File: src/rtl/pc_sequencer.sv
// pc_sequencer: fetch/branch controller driving the strobes of a nibble-split 8-bit program counter.
// Build option: define PCSEQ_COND_BRANCH_EN to make JZ_OP a Z_FLAG-conditional jump.
module pc_sequencer (
    input  logic       Clk,
    input  logic       Rst,
    input  logic       RUN,
    input  logic [7:0] PC_ADDR,
    input  logic [3:0] MEM_DATA,
    input  logic       Z_FLAG,
    input  logic       EX_DONE,
    output logic       PC_INC,
    output logic       PCH_IN,
    output logic       PC_IN,
    output logic [3:0] BUS_OUT,
    output logic       BUS_OE,
    output logic       EX_REQ,
    output logic [3:0] EX_OP,
    output logic       HALTED,
    output logic       FAULT
);

    localparam logic [3:0] NOP_OP  = 4'h0;
    localparam logic [3:0] HALT_OP = 4'hD;
    localparam logic [3:0] JZ_OP   = 4'hE;
    localparam logic [3:0] JMP_OP  = 4'hF;

    typedef enum logic [3:0] {
        S_IDLE,
        S_FETCH,
        S_DECODE,
        S_EXEC,
        S_JHI,
        S_JINC,
        S_JLO,
        S_LDHI,
        S_LDLO,
        S_SKIP,
        S_HALT
    } state_t;

    state_t     state;
    state_t     state_nxt;
    logic [3:0] ir;
    logic [3:0] th;
    logic [3:0] tl;
    logic       take;
    logic       take_dec;
    logic       is_jump;
    logic       pc_top;
    logic       set_fault;

`ifdef PCSEQ_COND_BRANCH_EN
    assign is_jump  = (ir == JMP_OP) || (ir == JZ_OP);
    assign take_dec = (ir == JMP_OP) || Z_FLAG;
`else
    logic unused_z;
    assign unused_z = Z_FLAG;
    assign is_jump  = (ir == JMP_OP);
    assign take_dec = 1'b1;
`endif

    // The counter moves on the negedge, so by the next posedge PC_ADDR already
    // shows the advanced value. pc_top holds whether the address seen during
    // the first half of the current cycle was 8'hFF, which is what the overflow
    // decision and the increment suppression must look at.
    always_ff @(posedge Clk) begin
        if (Rst) begin
            state  <= S_IDLE;
            ir     <= 4'h0;
            th     <= 4'h0;
            tl     <= 4'h0;
            take   <= 1'b0;
            pc_top <= 1'b0;
            FAULT  <= 1'b0;
        end else begin
            state  <= state_nxt;
            pc_top <= (PC_ADDR == 8'hFF);
            if (set_fault) begin
                FAULT <= 1'b1;
            end
            case (state)
                S_FETCH:  if (RUN) ir <= MEM_DATA;
                S_DECODE: take <= take_dec;
                S_JHI:    th <= MEM_DATA;
                S_JLO:    tl <= MEM_DATA;
                default:  ;
            endcase
        end
    end

    always_comb begin
        state_nxt = state;
        PC_INC    = 1'b0;
        PCH_IN    = 1'b0;
        PC_IN     = 1'b0;
        BUS_OUT   = 4'h0;
        BUS_OE    = 1'b0;
        EX_REQ    = 1'b0;
        EX_OP     = 4'h0;
        HALTED    = 1'b0;
        set_fault = 1'b0;
        case (state)
            S_IDLE: begin
                if (RUN) state_nxt = S_FETCH;
            end
            S_FETCH: begin
                state_nxt = RUN ? S_DECODE : S_IDLE;
            end
            S_DECODE: begin
                if (ir == HALT_OP) begin
                    state_nxt = S_HALT;
                end else if (pc_top) begin
                    set_fault = 1'b1;
                    state_nxt = S_HALT;
                end else begin
                    PC_INC = 1'b1;
                    if (ir == NOP_OP)  state_nxt = S_FETCH;
                    else if (is_jump)  state_nxt = S_JHI;
                    else               state_nxt = S_EXEC;
                end
            end
            S_EXEC: begin
                EX_REQ = 1'b1;
                EX_OP  = ir;
                if (EX_DONE) state_nxt = S_FETCH;
            end
            S_JHI: begin
                state_nxt = S_JINC;
            end
            S_JINC: begin
                if (pc_top) begin
                    set_fault = 1'b1;
                    state_nxt = S_HALT;
                end else begin
                    PC_INC    = 1'b1;
                    state_nxt = S_JLO;
                end
            end
            S_JLO: begin
                state_nxt = take ? S_LDHI : S_SKIP;
            end
            // High nibble always goes first; the two loads never overlap.
            S_LDHI: begin
                BUS_OE    = 1'b1;
                BUS_OUT   = th;
                PCH_IN    = 1'b1;
                state_nxt = S_LDLO;
            end
            S_LDLO: begin
                BUS_OE    = 1'b1;
                BUS_OUT   = tl;
                PC_IN     = 1'b1;
                state_nxt = S_FETCH;
            end
            S_SKIP: begin
                if (pc_top) begin
                    set_fault = 1'b1;
                    state_nxt = S_HALT;
                end else begin
                    PC_INC    = 1'b1;
                    state_nxt = S_FETCH;
                end
            end
            S_HALT: begin
                HALTED = 1'b1;
            end
            default: state_nxt = S_IDLE;
        endcase
    end

endmodule

File: config.mk
export PLATFORM = sky130hd
export DESIGN_NAME = pc_sequencer
export DESIGN_NICKNAME = d
export VERILOG_FILES = /design/src/rtl/pc_sequencer.sv
export SDC_FILE = /design/constraint.sdc
export NUM_CORES = 1
export LEC_CHECK = 0
export BUFFER_PORTS_ARGS = -buffer_cell sky130_fd_sc_hd__buf_2
export CAP_MARGIN = 40
export CORE_ASPECT_RATIO = 1.4
export CORE_MARGIN = 4
export CORE_UTILIZATION = 44
export DETAILED_ROUTE_END_ITERATION = 16
export PLACE_DENSITY = 0.76
export SLEW_MARGIN = 10
export SYNTH_ARGS = -nofsm -noshare
export SYNTH_HDL_FRONTEND = slang
export SYNTH_SLANG_ARGS = --single-unit
File: constraint.sdc
create_clock -name Clk -period 1.3 [get_ports Clk]
set_input_delay 0.26 -clock Clk [delete_from_list [all_inputs] [get_ports Clk]]
set_output_delay 0.26 -clock Clk [all_outputs]
set_load 0.05 [all_outputs]
**Word-level counts from Yosys, hierarchy flattened**

Index checks and enable logic that the tools add are counted.
Widths: inputs -> output; s select.

- $add $sub $neg: 0
- $mul: 0
- Div/mod/pow operators: 0
- Order comparisons: 0
- Eq/ne operators: 15
- Shift operators: 0
- Muxes and demuxes: 24
- Bitwise gates (word level): 1
- Reduce and logical (&&, ||, !) cells: 6

Operators by type and width:

| cell | number |
|---|---|
| $pmux 4 s11 | 1 |
| $mux 4 | 8 |
| $eq 4x4->1 const B | 5 |
| $eq 4x3->1 const B | 4 |
| $mux 1 | 9 |
| $eq 4x2->1 const B | 2 |
| $eq 8x8->1 const B | 1 |
| $logic_not 4->1 | 2 |
| $pmux 4 s2 | 1 |
| $mux 3 | 2 |
| $eq 4x1->1 const B | 1 |
| $ne 2x2->1 const B | 2 |
| $pmux 1 s2 | 2 |
| $reduce_or 2->1 | 2 |
| $reduce_and 3->1 | 1 |
| $mux 2 | 1 |
| $reduce_and 2->1 | 1 |
| $not 1->1 | 1 |

- Register bits after elaboration: 19
- Bits in latches: 0
- Bits in writable memories: 0
- Memory bits (read-only): 0
- Input port bits: 17
- Output and inout port bits: 15
- Word-level logic and storage cells: 53
- Memories: 0

**Logic depth before layout (Yosys ltp)**

Gate-level depths: netlist (run 1).

- Depth in word-level cells: 6
- Depth in mapped cells: 5
- Gate-level depth less buffers: 4

**Least setup slack after synthesis (run 1)**

Ideal clock, no wire load.

- Path kind: register -> output
- Start: register state[1]
- End: output BUS_OUT[0]
- Data arrival time: 2.387 ns
- Required time: 1.040 ns
- Setup slack: -1.347 ns
- Stages on the path, launching flop included: 4
- Buffers on the path: 1
- Cells stage by stage: dfxtp_1 -> buf_6 -> nor3_1 -> a22o_1

- Word-level cells in the longest chain between the ends: 2
- Elaborated cells on any way between the ends: 3
- Those cells by class: 2 x eq/ne; 1 x mux

Ends and longest elaborated chain:

| what | line | source |
|---|---|---|
| start, declared | 41 | `state_t state;` |
| start signal, assigned | 76 | `state <= state_nxt;` |
| $eq 4x4->1 / $eq 4x3->1 (equally long branches) | 102 | `case (state)` |
| $pmux 4 s2 (*) | 102 |  |
| end, declared | 14 | `output logic [3:0] BUS_OUT,` |

Mark *: on every way between the ends. The rest lies on a longest branch, timed or not.

**Final worst setup path (run 1)**

- Start: register state[0]
- End: output BUS_OE

- Word-level cells in the longest chain between the ends: 3
- Elaborated cells on any way between the ends: 4
- Those cells by class: 2 x eq/ne; 1 x mux; 1 x reduce/logical

Ends and longest elaborated chain:

| what | line | source |
|---|---|---|
| $eq 4x4->1 / $eq 4x3->1 (equally long branches) | 102 |  |
| $reduce_or 2->1 (no line) (*) | n/a |  |
| $mux 1 (*) | 102 |  |
| end, declared | 15 | `output logic BUS_OE,` |

Marked as above.

==> summary.md, run 1 <==
| Metric | Value |
|---|---|
| Delay of the slowest cell on the worst path | `360 ps` |
| Family with the most delay on the worst path | `simple AND/OR/NAND/NOR gates` |
| Ports placed on the boundary | `32` |
| Mapped Avg Cell Area | `8.84 um2` |
| Depth of the most critical reg-to-reg path | `6` |
| GRT Residual Overflow | `0` |
| Aggregate global-route resource usage | `24.7%` |
| Startpoint types | `register` |
| Class of the tightest hold or removal check | `in -> reg` |
| Dpl hpwl | `2.22 mm` |
| Reg2reg setup slack | `-210 ps` |
| Starting utilization of the core area | `47.2%` |
| Number of flops mapped to enable cells by yosys | `0` |
| PD cells | `575 nW/um2` |
| Met2 track utilization from global routing | `48.2%` |
| Net count after synthesis | `136` |
| Global placer's final weighted congestion | `0.877` |
| Transition time of the tightest slew-check pin | `398 ps` |
| Clock tree sinks | `19` |
| Final hold violations | `0` |
| Setup Skew | `3.49 ps` |
| Vias in the first global route | `1308` |
| Crit-path max FO | `6` |
| Critical path arrival | `1480 ps` |
| Met1 capacity usage during global routing | `24.8%` |
| Crit Reg-Reg Startpoint | `state[1]$_SDFFE_PP0P_` |
| FFs w/ async S/R, synth | `0%` |
| Post-route DRC violation count | `0` |
| Hold bufs inserted after CTS | `0` |
| Average detailed-routed wire length per instance | `17.8 um` |
| Crit path cell chain | `or2b_4 -> nor2_4 -> or2_4 -> buf_8` |
| Die width | `49.3 um` |
| TritonCTS clock tree | `done` |
| Maximum number of pins on one net before global-route repair | `21` |
| Startpoint of the most critical hold path | `PC_ADDR[0]` |
| Vertical die dimension | `65.9 um` |
| Fraction of layout instances using a drive strength above 1 | `63.0%` |
| Max_slew headroom | `73.5%` |
| CP bufs+invs | `1` |
| Distinct cell type count after synthesis | `40` |
| Sum Neg Setup Slack | `-6720 ps` |
| Drt first-iter violations | `25` |
| Flip-flop cell with the highest count after synthesis | `dfxtp_1` |
| DIE AREA | `3250 um2` |
| IO Port Bufs | `30` |
| Yosys Warn Count | `0` |
| Std-Cell Core Area | `2230 um2` |
| Cell at the root of the clock tree | `clkbuf_4` |
| Via density per instance | `5.61` |
| Clock buffers created by TritonCTS | `3` |
| Non-filler instance count after layout | `203` |
| Final-report max-slew violation count | `0` |
| CTS clock-pin slew for the worst setup and hold paths | `110 ps` |
| Placed cell count | `186` |
| Static Leakage | `0.829 nW` |
| RSZ-0062 raised after global routing | `yes` |
| Number of buffers on the longest clock path | `2` |
| Clock period minus final worst setup slack | `1740 ps` |
| Status | `finished, violations left` |
| Critical Path RT | `1040 ps` |
| Row count | `20` |
| Filler Cell Count | `110` |
| Hold path endpoint | `pc_top$_SDFF_PP0_` |
| Final antenna diode count | `0` |
| Critical Path Sink Type | `primary output` |
| Skew-Pair Late Insertion Delay | `300 ps` |
| Post-layout net count | `199` |
| Met3 global-route usage | `3.39%` |
| Number of nets with antenna violations after routing | `0` |
| Crit Path Category | `reg -> out` |
| Number of antenna violations at the first check in global routing | `0` |
| Post-layout worst setup margin | `-445 ps` |
| Overall via count from detail_route | `1138` |
| Max Cap Viol | `0` |
| Global-route wire length before repair | `6.12 mm` |
| Synthesis-to-finish area growth | `82.3%` |
| Highest ir drop seen on vdd | `0.888 mV` |
| Global-route layer with the greatest usage | `met2` |
| Failing checks | `setup timing` |
| Routed Wire Length | `3.62 mm` |
| CP max stage cell | `dfxtp_2` |
| Setup violations, final | `26` |
| Worst r2r dst | `state[2]$_SDFFE_PP0P_` |
| Max H-tree Level | `1` |
| Number of iterations in the first detailed-routing pass | `4` |
| Share of the yosys chip area belonging to registers | `36.1%` |
| Peak clock frequency supported by timing | `573 MHz` |
| Post-synth design cell area | `1050 um2` |
| Synth Instances | `119` |
| Hold depth | `3` |
| Final cycle utilization of the critical path | `134%` |
| Yosys reg bits | `19` |
[routing by layer]
metal  vias up  wire [um]
met1       547       1240
met4         0        132
met5         -          0
met3        12        125
li1        549          -
met2        30       2130
[cells in the final DEF, fill, tap and decap left out, types with 3 or more instances in the layout]
| master | instances |
|---|---|
| buf_8 | 12 |
| dfxtp_4 | 3 |
| dfxtp_1 | 15 |
| nor2_4 | 6 |
| buf_2 | 16 |
| nor2_1 | 16 |
| mux2i_1 | 12 |
| nor3_4 | 4 |
| nand2b_4 | 5 |
| buf_6 | 11 |
| a21oi_1 | 3 |
| clkbuf_4 | 3 |
| buf_4 | 24 |
| a22o_4 | 4 |
| and2_4 | 4 |
[what timing repair did]
item / in CTS / in global routing
buffers inserted: 12 / 4
resized for setup: 70 / 21
setup endpoints to repair: 30 / 31
pin swaps: 17 / 11
[cell families (layout without fill, tap and decap cells)]
family | count (synthesis) | count (layout) | synth area share, %
simple gates | 57 | 57 | 32.0
compound gates | 22 | 22 | 14.6
flops | 19 | 19 | 36.1
mux | 13 | 13 | 12.5
buf+inv | 8 | 70 | 4.76
[power by group]
part	internal (mW)	switching (mW)
clock	0.120	0.186
sequential	0.586	0.0105
combinational	0.0992	0.102
total	0.805	0.298
[area by class of cell]
cell class | instances | area (um2) | share of cell area [%]
timing repair buffer | 64 | 584 | 30.5
clock buffer | 4 | 26.3 | 1.37
tap | 22 | 27.5 | 1.44
inverter | 2 | 7.51 | 0.391
multi-input combinational | 92 | 880 | 45.9
sequential | 19 | 393 | 20.5
[cell usage after synthesis (all sizes together) (3+ instances only)]
library cell	number	area, um2
o21ai	3	15.0
dfxtp	19	380
nor2b	3	18.8
buf	4	35.0
nor3	4	31.3
nand2	3	18.8
a21oi	5	28.8
mux2i	12	120
and2	4	25.0
nand2b	7	43.8
nor2	22	85.1
a22o	4	35.0
[worst min-delay path: cells and delay by family]
| kind | cells | cell delay, ps |
|---|---|---|
| AND/OR/NAND/NOR | 2 | 110 |
| buffers and inverters | 1 | 90 |
[worst max path at each step]
stage                           from          to  slack [ps]  cells after the start
2_1_floorplan  state[1]$_SDFFE_PP0P_      BUS_OE        -370                      3
5_1_grt        state[0]$_SDFFE_PP0P_  BUS_OUT[1]        -490                      4
4_1_cts        state[0]$_SDFFE_PP0P_  BUS_OUT[0]        -460                      4
3_5_place_dp   state[0]$_SDFFE_PP0P_  BUS_OUT[1]        -250                      4
6_report       state[0]$_SDFFE_PP0P_      BUS_OE        -440                      4
3_3_place_gp   state[2]$_SDFFE_PP0P_      PC_INC        -210                      5
[sequential cells by signal, indices dropped and copies added (netlist names)]
signal / flops
tl: 4
take: 1
FAULT: 1
ir: 4
state: 4
pc_top: 1
th: 4
[through the flow]
step | power [mW] | area [um2] | hold slack [ps] | setup slack, ps | util, %
3_5_place_dp | 0.751 | 1460 | 467 | -247 | 65.4
5_1_grt | 1.15 | 1920 | 211 | -488 | 86.1
3_3_place_gp | 0.746 | 1460 | 453 | -210 | 65.4
6_report | 1.10 | 1920 | 197 | -445 | 86.1
4_1_cts | 1.08 | 1830 | 199 | -458 | 82.0
2_1_floorplan | 0.694 | 1160 | 397 | -368 | -
(Power assumes the default switching activity.)
==> run 2: changes to the inputs <==
- CAP_MARGIN: 40 -> 20
- CORE_UTILIZATION: 44 -> 45
- PLACE_DENSITY: 0.76 -> 0.77
==> run 2 against run 1 <==
Effect of this change: the run still ends with setup timing left; clock-buffer cell count down 1; wire length up 8.2%; final cell count up 0.49%; non-clock buffer count up 1; clock power up 2%; largest cell class unchanged; worst setup slack worse by 32 ps; critical path depth unchanged.
==> summary.md, run 2 (synthesis gave the netlist of run 1 again) <==
| Metric | Value |
|---|---|
| Sum Neg Setup Slack | `-7620 ps (was -6720 ps)` |
| Vias in the first global route | `1253 (was 1308)` |
| Clock period minus final worst setup slack | `1780 ps (was 1740 ps)` |
| Fraction of layout instances using a drive strength above 1 | `61.5% (was 63.0%)` |
| Most frequent cells in the layout | `buf_4, nor2_1, buf_2 (unchanged)` |
| Average detailed-routed wire length per instance | `19.2 um (was 17.8 um)` |
| Number of nets with antenna violations after routing | `0 (unchanged)` |
| Clock buffers created by TritonCTS | `3 (unchanged)` |
| Ports placed on the boundary | `32 (unchanged)` |
| Skew-Pair Late Insertion Delay | `300 ps (about the same)` |
| Highest metal used | `met4 (unchanged)` |
| DIE AREA | `3190 um2 (was 3250 um2)` |
| Post-layout worst setup margin | `-476 ps (was -445 ps)` |
| Register area | `395 um2 (was 393 um2)` |
| Power after layout | `1.10 mW (about the same)` |
| Cell at the root of the clock tree | `clkbuf_4 (unchanged)` |
| DR WL met2 | `2.19 mm (was 2.13 mm)` |
| Final-report max-slew violation count | `0 (unchanged)` |
| Setup Skew | `3.83 ps (was 3.49 ps)` |
| Hold bufs inserted after CTS | `0 (unchanged)` |
| Aggregate global-route resource usage | `24.7% (about the same)` |
| Critical Path Sink Type | `primary output (unchanged)` |
| Critical path arrival | `1520 ps (was 1480 ps)` |
| Row count | `20 (unchanged)` |
| Std-Cell Core Area | `2200 um2 (was 2230 um2)` |
| Number of iterations in the first detailed-routing pass | `4 (unchanged)` |
| Clock tree sinks | `19 (unchanged)` |
| Peak clock frequency supported by timing | `563 MHz (was 573 MHz)` |
| Final antenna diode count | `0 (unchanged)` |
| Startpoint of the most critical hold path | `MEM_DATA[1] (was PC_ADDR[0])` |
| Class of the tightest hold or removal check | `in -> reg (unchanged)` |
| Synthesis-to-finish area growth | `78.4% (was 82.3%)` |
| Die width | `48.9 um (was 49.3 um)` |
| Global placer's final weighted congestion | `0.924 (was 0.877)` |
| Crit Reg-Reg Startpoint | `state[2]$_SDFFE_PP0P_ (was state[1]$_SDFFE_PP0P_)` |
| RSZ-0062 raised after global routing | `yes (unchanged)` |
| Number of antenna violations at the first check in global routing | `0 (unchanged)` |
| Startpoint types | `register (unchanged)` |
| PD cells | `585 nW/um2 (was 575 nW/um2)` |
| Launching element of the worst setup path | `state[0]$_SDFFE_PP0P_ (unchanged)` |
| Most common cell after layout, fill and taps aside | `buf_4 (unchanged)` |
| Multi-input combinational cell area | `817 um2 (was 880 um2)` |
| Max H-tree Level | `1 (unchanged)` |
| Post-layout net count | `200 (was 199)` |
| Overall via count from detail_route | `1159 (was 1138)` |
| Max Cap Viol | `0 (unchanged)` |
| Crit Path Category | `reg -> out (unchanged)` |
| Drt first-iter violations | `41 (was 25)` |
| Setup violations, final | `25 (was 26)` |
| Vertical die dimension | `65.2 um (was 65.9 um)` |
| Met3 WL | `148 um (was 125 um)` |
| Global-route wire length before repair | `5.98 mm (was 6.12 mm)` |
| Final hold violations | `0 (unchanged)` |
| Filler Cell Count | `111 (was 110)` |
| Dpl hpwl | `2.22 mm (about the same)` |
| Failing checks | `setup timing (unchanged)` |
| Final cycle utilization of the critical path | `137% (was 134%)` |
| Post-route DRC violation count | `0 (unchanged)` |
| GRT Residual Overflow | `0 (unchanged)` |
| Post-route met1 wirelength | `1.39 mm (was 1.24 mm)` |
| Routed Wire Length | `3.92 mm (was 3.62 mm)` |
| Via density per instance | `5.68 (was 5.61)` |
| Crit-path max FO | `6 (unchanged)` |
| CTS clock-pin slew for the worst setup and hold paths | `110 ps (about the same)` |
| Max_slew headroom | `73.4% (was 73.5%)` |
| IO Port Bufs | `30 (unchanged)` |
| Maximum number of pins on one net before global-route repair | `21 (unchanged)` |
| Critical Path RT | `1040 ps (about the same)` |
| Starting utilization of the core area | `47.8% (was 47.2%)` |
| Status | `finished, violations left (unchanged)` |
| Number of buffers on the longest clock path | `2 (unchanged)` |
| Highest ir drop seen on vdd | `0.733 mV (was 0.888 mV)` |
| TritonCTS clock tree | `done (unchanged)` |
| Static Leakage | `0.816 nW (was 0.829 nW)` |
| Transition time of the tightest slew-check pin | `398 ps (about the same)` |
-- run 2: cell types whose count changed in the layout (fill, tap and decap cells not counted), sizes merged --
cell,previous run,this run
clkbuf,4,3
buf,64,65
clkinv,0,1
-- run 2: what timing repair did --
action / 4_1_cts / 5_1_grt
endpoints found under the setup margin: 29 / 30
buffers inserted: 8 / 5
pin swaps: 11 / 13
resized for setup: 76 / 11
-- run 2: through the flow --
step	cells	setup slack, ps	utilization, %	area (um2)	hold slack (ps)
floorplan	119	-368	-	1160	397
global placement	189	-244	66.6	1470	455
detailed placement	189	-277	66.6	1470	461
CTS	200	-467	82.3	1810	196
global route	204	-526	85.2	1880	232
finish	204	-476	85.2	1880	232
-- run 2: cell type report --
type	instances	share of cell area, %
clock buffers	3	1.20
well taps	22	1.47
multi-input cells	92	43.5
clock inverters	1	0.267
repair buffers	65	32.1
flip-flops and latches	19	21.1
inverters	2	0.400
-- run 2: final timing paths --
check                          end  slack, ps  cells after the start
max                     BUS_OUT[3]       -480                      4
min             th[1]$_SDFFE_PP0P_        230                      3
max reg2reg  state[2]$_SDFFE_PP0P_       -310                      7
min reg2reg     FAULT$_SDFFE_PP0P_        490                      2
-- run 2: worst max-delay path, cell delays in order (launching register included) --
cell and delay [ps]:
dfxtp_4 400, or2b_4 300, nor2_4 190, a22o_4 180, buf_8 140
-- run 2: power by group --
part | internal (mW) | total [mW] | leakage [nW] | switching, mW
clock network | 0.115 | 0.311 | 0.0177 | 0.196
logic | 0.0932 | 0.188 | 0.641 | 0.0946
registers | 0.588 | 0.599 | 0.157 | 0.0112
-- run 2: metal layers --
layer / GRT usage, % / vias up
met1: 23.5 / 554
li1: - / 550
met2: 47.9 / 37
met4: 14.8 / 0
met3: 4.31 / 18
met5: 0 / -
==> run 3: changes to the inputs <==
- SETUP_SLACK_MARGIN: unset -> 0.3
==> run 3 against run 2 <==
Effect of this change: global-route usage down 0.87 points; the flow still finishes with violations (setup timing); largest cell class unchanged; combinational power rose by 5%; register-to-register slack improved by 80 ps; sequential power about the same; clock skew increased by 11 ps; worst setup slack got worse by 32 ps; final cell count shrank 0.98%.
==> summary.md, run 3 (synthesis gave the netlist of run 1 again) <==
| Metric | Value |
|---|---|
| Status | `finished, violations left (unchanged)` |
| Failing checks | `setup timing (unchanged)` |
| Final hold violations | `0 (unchanged)` |
| Placed cell count | `190 (was 189)` |
| Overall via count from detail_route | `1202 (was 1159)` |
| Crit Reg-Reg Startpoint | `state[2]$_SDFFE_PP0P_ (unchanged)` |
| Hold bufs inserted after CTS | `0 (unchanged)` |
| Cell area after layout | `1920 um2 (was 1880 um2)` |
| Die width | `48.9 um (unchanged)` |
| Number of iterations in the first detailed-routing pass | `6 (was 4)` |
| Number of buffers on the longest clock path | `2 (unchanged)` |
| Number of antenna violations at the first check in global routing | `0 (unchanged)` |
| Launching element of the worst setup path | `state[0]$_SDFFE_PP0P_ (unchanged)` |
| Via density per instance | `5.95 (was 5.68)` |
| Static Leakage | `0.820 nW (was 0.816 nW)` |
| PD cells | `582 nW/um2 (was 585 nW/um2)` |
| Clock tree sinks | `19 (unchanged)` |
| Peak clock frequency supported by timing | `553 MHz (was 563 MHz)` |
| Startpoint of the most critical hold path | `PC_ADDR[0] (was MEM_DATA[1])` |
| Hold path endpoint | `pc_top$_SDFF_PP0_ (was th[1]$_SDFFE_PP0P_)` |
| Power after layout | `1.12 mW (was 1.10 mW)` |
| Post-route DRC violation count | `0 (unchanged)` |
| Critical path arrival | `1550 ps (was 1520 ps)` |
| Reg2reg setup slack | `-230 ps (was -310 ps)` |
| Final cycle utilization of the critical path | `139% (was 137%)` |
| Global-route wire length before repair | `5.98 mm (about the same)` |
| Final antenna diode count | `0 (unchanged)` |
| Hold WS | `193 ps (was 232 ps)` |
| Transition time of the tightest slew-check pin | `418 ps (was 398 ps)` |
| Drt first-iter violations | `43 (was 41)` |
| Crit-path max FO | `5 (was 6)` |
| Sum Neg Setup Slack | `-8220 ps (was -7620 ps)` |
| CP max stage cell | `dfxtp_2 (was dfxtp_4)` |
| CTS clock-pin slew for the worst setup and hold paths | `130 ps (was 110 ps)` |
| Clock period minus final worst setup slack | `1810 ps (was 1780 ps)` |
| TritonCTS clock tree | `done (unchanged)` |
| Dpl hpwl | `2.22 mm (about the same)` |
| Cell at the root of the clock tree | `clkbuf_4 (unchanged)` |
| Crit path cell chain | `or2b_4 -> nor2_4 -> and2_4 -> buf_8 (was or2b_4 -> nor2_4 -> a22o_4 -> buf_8)` |
| Filler Cell Count | `101 (was 111)` |
| CP bufs+invs | `1 (unchanged)` |
| Highest ir drop seen on vdd | `0.762 mV (was 0.733 mV)` |
| Critical Path RT | `1040 ps (about the same)` |
| RSZ-0062 raised after global routing | `yes (unchanged)` |
| Most common cell after layout, fill and taps aside | `buf_4 (unchanged)` |
| Average detailed-routed wire length per instance | `20.5 um (was 19.2 um)` |
| Aggregate global-route resource usage | `23.9% (was 24.7%)` |
| Number of nets with antenna violations after routing | `0 (unchanged)` |
| Ports placed on the boundary | `32 (unchanged)` |
| Depth of the most critical reg-to-reg path | `6 (was 7)` |
| Routed Wire Length | `4.15 mm (was 3.92 mm)` |
| Placed inst area | `1480 um2 (was 1470 um2)` |
| Synthesis-to-finish area growth | `82.9% (was 78.4%)` |
| Setup violations, final | `29 (was 25)` |
| Worst r2r dst | `state[2]$_SDFFE_PP0P_ (unchanged)` |
| IO Port Bufs | `30 (unchanged)` |
| Final-report max-slew violation count | `0 (unchanged)` |
| Max H-tree Level | `1 (unchanged)` |
| Max_slew headroom | `72.1% (was 73.4%)` |
| Starting utilization of the core area | `47.8% (unchanged)` |
| Startpoint types | `register (unchanged)` |
| Maximum number of pins on one net before global-route repair | `21 (unchanged)` |
| Hold depth | `3 (unchanged)` |
| Family with the most delay on the worst path | `simple AND/OR/NAND/NOR gates (unchanged)` |
| Global placer's final weighted congestion | `0.880 (was 0.924)` |
| Critical Path Sink Type | `primary output (unchanged)` |
| Crit Path Category | `reg -> out (unchanged)` |
| Dpl ws | `-241 ps (was -277 ps)` |
| Max Cap Viol | `0 (unchanged)` |
| Layout Utilization | `87.4% (was 85.2%)` |
| DIE AREA | `3190 um2 (unchanged)` |
| Most frequent cells in the layout | `buf_4, buf_6, nor2_1, buf_2 (was buf_4, nor2_1, buf_2)` |
| Post-layout net count | `198 (was 200)` |
| Vias in the first global route | `1284 (was 1253)` |
| Setup Skew | `14.6 ps (was 3.83 ps)` |
| Std-Cell Core Area | `2200 um2 (unchanged)` |
| Fraction of layout instances using a drive strength above 1 | `65.0% (was 61.5%)` |
| Row count | `20 (unchanged)` |
| Post-layout worst setup margin | `-508 ps (was -476 ps)` |
| Non-filler instance count after layout | `202 (was 204)` |
| Class of the tightest hold or removal check | `in -> reg (unchanged)` |
| Vertical die dimension | `65.2 um (unchanged)` |
| GRT Residual Overflow | `0 (unchanged)` |
| Clock buffers created by TritonCTS | `3 (unchanged)` |
| Skew-Pair Late Insertion Delay | `320 ps (was 300 ps)` |
| Delay of the slowest cell on the worst path | `380 ps (was 400 ps)` |
-- run 3: area by class of cell --
class	count	area, um2	share of cell area, %
sequential	19	395	20.5
inverter	2	7.51	0.390
clock buffer	4	26.3	1.37
timing repair buffer	63	597	31.0
tap	22	27.5	1.43
multi-input combinational	92	871	45.3
-- run 3: how the worst max path moves through the flow --
stage,endpoint,cells past startpoint
floorplan,BUS_OE,3
global placement,PC_INC,5
detailed placement,PC_INC,5
CTS,BUS_OUT[3],4
global route,BUS_OUT[1],4
finish,EX_OP[1],4
-- run 3: what timing repair did --
item	4_1_cts	5_1_grt
buffers inserted	3	5
resized for setup	71	27
setup endpoints to repair	32	33
pin swaps	13	10
-- run 3: tightest hold or removal path, cell delays in order --
cell,delay (ps)
buf_2,90
nand3_1,60
nor4b_1,50
-- run 3: per-layer routing --
| metal | vias to the layer above | wire [um] | part of all wire [%] | global-route usage (%) |
|---|---|---|---|---|
| met1 | 594 | 1510 | 36 | 24.3 |
| met3 | 14 | 196 | 4.7 | 4.54 |
| met4 | 0 | 127 | 3.1 | 10.1 |
| met5 | - | 0 | 0 | 0 |
| li1 | 548 | - | - | - |
| met2 | 46 | 2320 | 56 | 46.1 |
-- run 3: power breakdown --
group          total [mW]  internal, mW  switching, mW
logic               0.197        0.0909          0.106
registers           0.598         0.587         0.0110
clock network       0.326         0.120          0.206
